--- src/rtl/adder_tree_pkg.sv ---
// Shared constants, loader state encoding and width helper for the adder-tree
// operand loader.
package adder_tree_pkg;

  localparam int ADDER_WIDTH_DEF = 16;
  localparam int LEVELS_DEF      = 3;

  typedef enum logic [1:0] {
    FILL = 2'd0,
    WAIT = 2'd1,
    HOLD = 2'd2
  } loader_state_e;

  // Exact width of the sum of 2**l unsigned w-bit words.
  function automatic int sum_width(input int w, input int l);
    return w + l;
  endfunction

endpackage

--- src/rtl/adder_tree_operand_loader_if.sv ---
// Operand input stream and sum result stream of the adder-tree operand loader.
// The loader uses the slave modport; the operand source / result sink uses master.
interface adder_tree_operand_loader_if
  import adder_tree_pkg::*;
#(
  parameter int ADDER_WIDTH = ADDER_WIDTH_DEF,
  parameter int LEVELS      = LEVELS_DEF
);

  logic                                     in_valid;
  logic                                     in_ready;
  logic [ADDER_WIDTH-1:0]                   in_data;
  logic                                     out_valid;
  logic                                     out_ready;
  logic [sum_width(ADDER_WIDTH, LEVELS)-1:0] out_sum;

  modport master (
    output in_valid, in_data, out_ready,
    input  in_ready, out_valid, out_sum
  );

  modport slave (
    input  in_valid, in_data, out_ready,
    output in_ready, out_valid, out_sum
  );

endinterface

--- src/rtl/adder_tree_operand_loader.sv ---
// Deserialises 2**LEVELS operand words onto a parallel bus, waits the tree latency,
// and returns the captured sum. Define ADDER_TREE_LOADER_SELF_CHECK_EN for the sum self-check.
module adder_tree_operand_loader
  import adder_tree_pkg::*;
#(
  parameter int ADDER_WIDTH  = ADDER_WIDTH_DEF,
  parameter int LEVELS       = LEVELS_DEF,
  parameter int TREE_LATENCY = 2
) (
  input  logic                                      clk,
  input  logic                                      rst,
  adder_tree_operand_loader_if.slave                bus,
  output logic [(2**LEVELS)*ADDER_WIDTH-1:0]        op_bus,
  input  logic [sum_width(ADDER_WIDTH, LEVELS)-1:0] tree_sum,
  output logic [LEVELS-1:0]                         fill_level,
  output logic                                      err_mismatch
);

  localparam int N  = 2**LEVELS;
  localparam int SW = sum_width(ADDER_WIDTH, LEVELS);
  localparam int CW = (TREE_LATENCY < 1) ? 1 : $clog2(TREE_LATENCY + 1);

  localparam logic [CW-1:0]     LAT_INIT  = CW'(TREE_LATENCY);
  localparam logic [LEVELS-1:0] LAST_SLOT = LEVELS'(N - 1);

  loader_state_e                   state_q, state_d;
  logic [N-1:0][ADDER_WIDTH-1:0]   slot_q, slot_d;
  logic [LEVELS-1:0]               fill_q, fill_d;
  logic [CW-1:0]                   cnt_q, cnt_d;
  logic                            in_ready_q, in_ready_d;
  logic                            out_valid_q, out_valid_d;
  logic [SW-1:0]                   out_sum_q, out_sum_d;

  logic accept;
  logic capture;
  logic consume;

  assign accept  = bus.in_valid && in_ready_q;
  assign capture = (state_q == WAIT) && (cnt_q == '0);
  assign consume = out_valid_q && bus.out_ready;

  always_comb begin
    // NOTE: every _d signal takes its current value first, so no branch can leave one unassigned and infer a latch.
    state_d     = state_q;
    slot_d      = slot_q;
    fill_d      = fill_q;
    cnt_d       = cnt_q;
    out_valid_d = out_valid_q;
    out_sum_d   = out_sum_q;

    unique case (state_q)
      FILL: begin
        if (accept) begin
          slot_d[fill_q] = bus.in_data;
          fill_d         = fill_q + 1'b1;  // wraps to 0 after the last slot
          if (fill_q == LAST_SLOT) begin
            cnt_d   = LAT_INIT;
            state_d = WAIT;
          end
        end
      end
      WAIT: begin
        if (capture) begin
          out_sum_d   = tree_sum;
          out_valid_d = 1'b1;
          state_d     = HOLD;
        end else begin
          cnt_d = cnt_q - 1'b1;
        end
      end
      HOLD: begin
        if (consume) begin
          out_valid_d = 1'b0;
          state_d     = FILL;
        end
      end
      default: state_d = FILL;
    endcase

    // in_ready is registered: it follows the state being entered.
    in_ready_d = (state_d == FILL);
  end

  // NOTE: sequential state is updated with non-blocking assignments so every flop samples pre-edge values.
  always_ff @(posedge clk or posedge rst) begin
    if (rst) begin
      state_q     <= FILL;
      // NOTE: the slot bank is reset because op_bus must read zero after reset; it is only N words of flops.
      slot_q      <= '0;
      fill_q      <= '0;
      cnt_q       <= '0;
      in_ready_q  <= 1'b1;
      out_valid_q <= 1'b0;
      out_sum_q   <= '0;
    end else begin
      state_q     <= state_d;
      slot_q      <= slot_d;
      fill_q      <= fill_d;
      cnt_q       <= cnt_d;
      in_ready_q  <= in_ready_d;
      out_valid_q <= out_valid_d;
      out_sum_q   <= out_sum_d;
    end
  end

`ifdef ADDER_TREE_LOADER_SELF_CHECK_EN
  logic [SW-1:0] acc_q, acc_d;
  logic          err_q, err_d;

  always_comb begin
    acc_d = acc_q;
    err_d = err_q;
    if (accept) begin
      acc_d = (fill_q == '0) ? SW'(bus.in_data) : acc_q + SW'(bus.in_data);
    end
    // Sticky until reset: a single wrong tree result is enough to flag the tree.
    if (capture && (tree_sum != acc_q)) begin
      err_d = 1'b1;
    end
  end

  always_ff @(posedge clk or posedge rst) begin
    if (rst) begin
      acc_q <= '0;
      err_q <= 1'b0;
    end else begin
      acc_q <= acc_d;
      err_q <= err_d;
    end
  end

  assign err_mismatch = err_q;
`else
  assign err_mismatch = 1'b0;
`endif

  assign bus.in_ready  = in_ready_q;
  assign bus.out_valid = out_valid_q;
  assign bus.out_sum   = out_sum_q;
  assign op_bus        = slot_q;
  assign fill_level    = fill_q;

endmodule

--- src/flat_wrapper.sv ---
// flat-port wrapper written by rule: the top's interface ports become plain ports
module adder_tree_operand_loader_flat import adder_tree_pkg::*;
#(
  parameter int ADDER_WIDTH  = ADDER_WIDTH_DEF,
  parameter int LEVELS       = LEVELS_DEF,
  parameter int TREE_LATENCY = 2
)
  (clk, rst, op_bus, tree_sum, fill_level, err_mismatch, bus_in_valid, bus_in_data, bus_out_ready, bus_in_ready, bus_out_valid, bus_out_sum);
  adder_tree_operand_loader_if #(.ADDER_WIDTH(ADDER_WIDTH), .LEVELS(LEVELS)) bus_i ();
  input  logic clk;
  input  logic rst;
  output logic [(2**LEVELS)*ADDER_WIDTH-1:0] op_bus;
  input  logic [sum_width(ADDER_WIDTH, LEVELS)-1:0] tree_sum;
  output logic [LEVELS-1:0] fill_level;
  output logic err_mismatch;
  input wire logic [$bits(bus_i.in_valid)-1:0] bus_in_valid;
  input wire logic [$bits(bus_i.in_data)-1:0] bus_in_data;
  input wire logic [$bits(bus_i.out_ready)-1:0] bus_out_ready;
  output wire logic [$bits(bus_i.in_ready)-1:0] bus_in_ready;
  output wire logic [$bits(bus_i.out_valid)-1:0] bus_out_valid;
  output wire logic [$bits(bus_i.out_sum)-1:0] bus_out_sum;
  assign bus_i.in_valid = bus_in_valid;
  assign bus_i.in_data = bus_in_data;
  assign bus_i.out_ready = bus_out_ready;
  assign bus_in_ready = bus_i.in_ready;
  assign bus_out_valid = bus_i.out_valid;
  assign bus_out_sum = bus_i.out_sum;
  adder_tree_operand_loader #(.ADDER_WIDTH(ADDER_WIDTH), .LEVELS(LEVELS), .TREE_LATENCY(TREE_LATENCY)) u_core (.clk(clk), .rst(rst), .bus(bus_i), .op_bus(op_bus), .tree_sum(tree_sum), .fill_level(fill_level), .err_mismatch(err_mismatch));
endmodule
--- config.mk ---
export PLATFORM = sky130hd
export DESIGN_NAME = adder_tree_operand_loader_flat
export DESIGN_NICKNAME = d
export VERILOG_FILES = /design/src/rtl/adder_tree_pkg.sv /design/src/rtl/adder_tree_operand_loader_if.sv /design/src/rtl/adder_tree_operand_loader.sv /design/src/flat_wrapper.sv
export SDC_FILE = /design/constraint.sdc
export NUM_CORES = 1
export LEC_CHECK = 0
export CORE_MARGIN = 4
export CORE_UTILIZATION = 50
export CTS_CLUSTER_DIAMETER = 60
export DETAILED_ROUTE_END_ITERATION = 10
export PLACE_DENSITY_LB_ADDON = 0.3
export SETUP_SLACK_MARGIN = 0.5
export SLEW_MARGIN = 20
export SYNTH_ARGS = -nofsm -noshare
export SYNTH_HDL_FRONTEND = slang
export SYNTH_SLANG_ARGS = --single-unit
--- constraint.sdc ---
create_clock -name clk -period 13.4 [get_ports clk]
set_input_delay 1.34 -clock clk [delete_from_list [all_inputs] [get_ports clk]]
set_output_delay 1.34 -clock clk [all_outputs]
set_load 0.01 [all_outputs]
-- Word level (Yosys, flattened, before mapping)
Cells that the tools add are included.
- register bits after elaboration: 156
- latch bits: 0
- RAM bits: 0
- ROM bits: 0
- input bits: 39
- output and inout port bits: 153
- logic and storage cells: 54
- memories kept: 0
- add/subtract/negate cells: 2
- multipliers: 0
- div/mod/pow operators: 0
- magnitude comparators: 2
- eq/ne operators: 8
- shifts and indexed selects: 0
- mux-type cells: 15
- bitwise operators: 0
- reduce and logical (&&, ||, !) cells: 13
- operator list (cell ; count):
    $bwmux W128 ; 1
    $demux W16 S3 ; 1
    $mux W16 ; 1
    $mux W2 ; 7
    $ne A2 B1 Y1 const B ; 4
    $logic_not A2 Y1 ; 3
    $pmux W2 S3 ; 1
    $logic_and A1 B1 Y1 ; 4
    $lt A3 B4 Y1 const B ; 1
    $pmux W2 S2 ; 1
    $reduce_and A2 Y1 ; 2
    $reduce_and A4 Y1 ; 1
    $reduce_bool A2 Y1 ; 2
    $add A3 B1 Y3 const B ; 1
    $eq A3 B3 Y1 const B ; 1
    $ge A3 B1 Y1 const B ; 1
    $reduce_and A3 Y1 ; 1
    $eq A2 B1 Y1 const B ; 1
    $eq A2 B2 Y1 const B ; 1
    $mux W1 ; 2
    $ne A2 B2 Y1 const B ; 1
    $pmux W1 S2 ; 1
    $sub A2 B1 Y2 const B ; 1

-- Longest topological paths before layout
- depth in word-level cells: 5
- depth in mapped cells: 8
- depth with buffers taken out: 5

-- Worst setup path after synthesis
Ideal clock, no wire load.
- path type: input port to flip-flop
- start point: in bus_in_valid
- end point: reg u_core.slot_q, in the netlist u_core.op_bus[100]
- library setup time: 125 ps
- arrival: 2443 ps
- path slack: 10832 ps
- stages: 4
- buffers on the path: 1
- path through: nand4_1 -> nor2_1 -> buf_2 -> mux2_2
- longest elaborated chain between the ends: 2
- ends and longest elaborated chain (element ; line ; source):
    from (decl) ; flat_wrapper.sv:16 ; input wire logic [$bits(bus_i.in_valid)-1:0] bus_in_valid;
    $logic_and A1 B1 Y1 ; adder_tree_operand_loader.sv:38 ; assign accept = bus.in_valid && in_ready_q;
    $reduce_and A2 Y1 (no line) ; n/a ;
    to (signal assigned) ; adder_tree_operand_loader.sv:97 ; slot_q <= slot_d;
    to (decl) ; adder_tree_operand_loader.sv:27 ; logic [N-1:0][ADDER_WIDTH-1:0] slot_q, slot_d;
Every way passes these cells.
A chain may end at the register's enable or synchronous reset.

-- Worst setup path in the final report
- start point: in bus_in_valid
- end point: reg u_core.slot_q, in the netlist u_core.op_bus[125]
The elaborated chain is that of the path after synthesis.

==> reports/qor.txt <==
status - completed
switching pwr - 0.7149 mW
DRT Pass-1 Iters - 4
share of cells above drive strength 1 - 31.02%
Hold Path Stages - 1
post-CTS setup buffers - 0
Arrival @ worst endpoint - 3.57 ns
IO Pins - 192
VDD IR max - 0.1368 mV
vias in the first global route - 4,248
leak pwr - 3.669 nW
DIE AREA - 0.01386 mm²
CTS tree - yes
reg-to-reg slack, setup - 10.77 ns
post-synth top area share - 64.42%
Max Clock Skew - 0.007818 ns
period utilization - 24.48%
Top Family by Delay on Critical Path - simple AND/OR/NAND/NOR gates
average size of a mapped cell - 16.32 µm²
pre-CTS WS - 9.689 ns
Post-synth ARST share - 100.0%
Crit Path Max Fanout - 16
EDFF count, synth - 0
DR vias - 3,800
hold crit path type - reg2reg
PD cells - 268.6 mW/mm²
Final Hold Viols - 0
area leader, netlist - dfrtp_1
Reg-to-Reg Start - u_core.state_q[0]
switching share of power - 30.83%
fin crit period - 3.281 ns
Chip Width - 117.7 µm
Cell Int Power - 1.604 mW
Initial Util - 51.84%
post-DR wirelength/cell - 20.70 µm
vias per cell - 5.278
grt ovf - 0
Reg-to-Reg End - u_core.op_bus[125]
largest net degree at the start of global routing - 82
hold_sp - u_core.op_bus[8]
Crit path buffers/inverters - 1
Main synth FF type - dfrtp_1
Max Fclk - 304.8 MHz
#FFs+latches synth - 156
worst-path cell chain - clkdlybuf4s50_1 -> nand4_1 -> nor2_2 -> mux2_2
Post-DRT Antenna Nets - 0
synth top area cells - dfrtp_1, mux2_2, mux2_1, ha_1, buf_2
Comb power frac - 43.6%
Max Root-Sink Buffers - 2
final core occ - 74.34%
Worst R2R Path Depth - 5
total routed wirelength - 14,900 µm
Finished Cell Area - 0.008633 mm²
DP Wirelength - 10,370 µm
die height - 117.7 µm
Layout area overhead - 43.39%
ant diodes - 0
Netlist Area Pre-Place - 0.006021 mm²
final worst slack - 10.12 ns
Clk network pwr share - 19.8%
final setup vio count - 0
Worst Max-Slew Pin Slew - 1.067 ns
Setup crit end kind - flop
RSZ-0062 raised after global routing - no
post-synthesis instance total - 369
Slowest-stage cell, CP - nor2_2
sequential fraction of the synthesis area - 64.86%
Flop pwr share - 36.6%
Cell variety after synth - 30
FP Rows - 39
Pwr Total - 2.319 mW
Port-buffer cells - 190
Post-CTS Hold Fix Bufs - 0
drt first-iter violations - 136
worst-case hold path end point - u_core.op_bus[8]
first-pass GRT wire length - 23,560 µm
Worst path max stage delay - 0.90 ns
Num CTS Buffers - 17
initial antenna violation count - 0
worst-skew pair later-pin latency - 0.41 ns
placer congestion estimate - 0.7718
Fin Setup TNS - 0 ns
dpl cell area - 0.008056 mm²
list of most frequent post-synthesis cells - dfrtp_1, mux2_2, buf_2, mux2_1, ha_1
Max transition margin - 28.66%
CORE AREA - 0.01161 mm²
Final #Nets - 610
MaxCap Viol Count - 0
Total GRT Usage - 21.89%
post-CTS sizing - 0
synthesized net count - 415
yosys warns - 0
most frequent cell after synthesis - dfrtp_1
clock-pin slew on the worst setup and hold paths - 0.06 ns
Sink Count - 156
Max Slew Vio Count - 0
H-tree depth - 4
root buffer cell - clkbuf_16
Startpoint Class - input port
Crit path required time - 13.69 ns
final routed DRC violation total - 0
WS Path Type - in2reg
==> per-stage QoR <==
stage	hold slack (ns)	cells
2_1_floorplan	0.4807	369
3_3_place_gp	0.4757	688
3_5_place_dp	0.4866	688
4_1_cts	0.4993	720
5_1_grt	0.5181	720
6_report	0.4978	720
==> cells in the final DEF (no fill, tap or decap), types with 2 or more instances in the layout <==
master             n
clkinv_2           3
clkbuf_1           4
nand2b_1           3
mux2_2           140
clkbuf_16         17
mux2_1            10
nand3_1            2
a21oi_1            2
nor3_4             3
ha_1               7
nor2_2             2
nand2_1            6
inv_1              5
clkdlybuf4s50_1  190
and2_1             2
clkinv_4           4
bufinv_16          2
dfrtp_1          155
==> layout make-up <==
cell class | count | area, µm²
clock buffers | 22 | 454.2
clock inverters | 10 | 117.6
fillers | 753 | 2980
inverters | 6 | 27.53
multi-input cells | 192 | 2041
flip-flops and latches | 156 | 3905
well taps | 143 | 178.9
repair buffers | 191 | 1909
==> power by group through the flow <==
stage / clock network [mW] / logic [mW] / registers (mW)
after floorplan: 0 / 0.337 / 0.939
after global placement: 0 / 0.989 / 0.838
after detailed placement: 0 / 1.02 / 0.854
after CTS: 0.469 / 1.03 / 0.851
after global routing: 0.489 / 1.07 / 0.878
final: 0.460 / 1.01 / 0.848
==> state kept, by name, summed over array words and instances (netlist names) <==
register and cells:
u_core.bus.in_ready 1, u_core.bus.out_sum 19, u_core.bus.out_valid 1, u_core.cnt_q 2, u_core.fill_level 3, u_core.op_bus 128, u_core.state_q 2
==> worst reg2reg max path: stages (launching register included) <==
cell and delay [ns]:
dfrtp_1 0.42, inv_1 0.10, ha_1 0.32, nand4_1 0.33, nor2_2 0.90, mux2_2 0.44
==> how the worst max path moves through the flow <==
stage	startpoint	end	depth (start not counted)
global route	bus_in_valid	u_core.op_bus[125]	4
global placement	bus_in_valid	u_core.op_bus[103]	4
floorplan	rst	u_core.bus.out_sum[0]	1
CTS	bus_in_valid	u_core.op_bus[108]	4
detailed placement	bus_in_valid	u_core.op_bus[108]	4
finish	bus_in_valid	u_core.op_bus[125]	4
==> per-layer routing <==
metal  vias up  part of all wire [%]  track usage, %
met5         -                     0               0
met4         0                   1.2           6.886
met3        15                   7.4           8.169
met2       129                    52           38.12
met1      1960                    39           25.07
li1       1696                     -               -
==> cell families (layout without fill, tap and decap cells) <==
logic type / after synthesis / count (layout) / synth area share [%]
flip-flops: 156 / 156 / 64.86
multiplexers: 151 / 151 / 28.22
AND/OR/NAND/NOR: 24 / 24 / 2.432
buffers and inverters: 21 / 229 / 1.766
AO/OA/AOI/OAI: 8 / 8 / 1.060
adder cells (fa/ha/maj): 7 / 7 / 1.455
other: 1 / 1 / 0.06228
XOR/XNOR: 1 / 1 / 0.1455
Note: power is estimated with default switching activity, not from simulation.
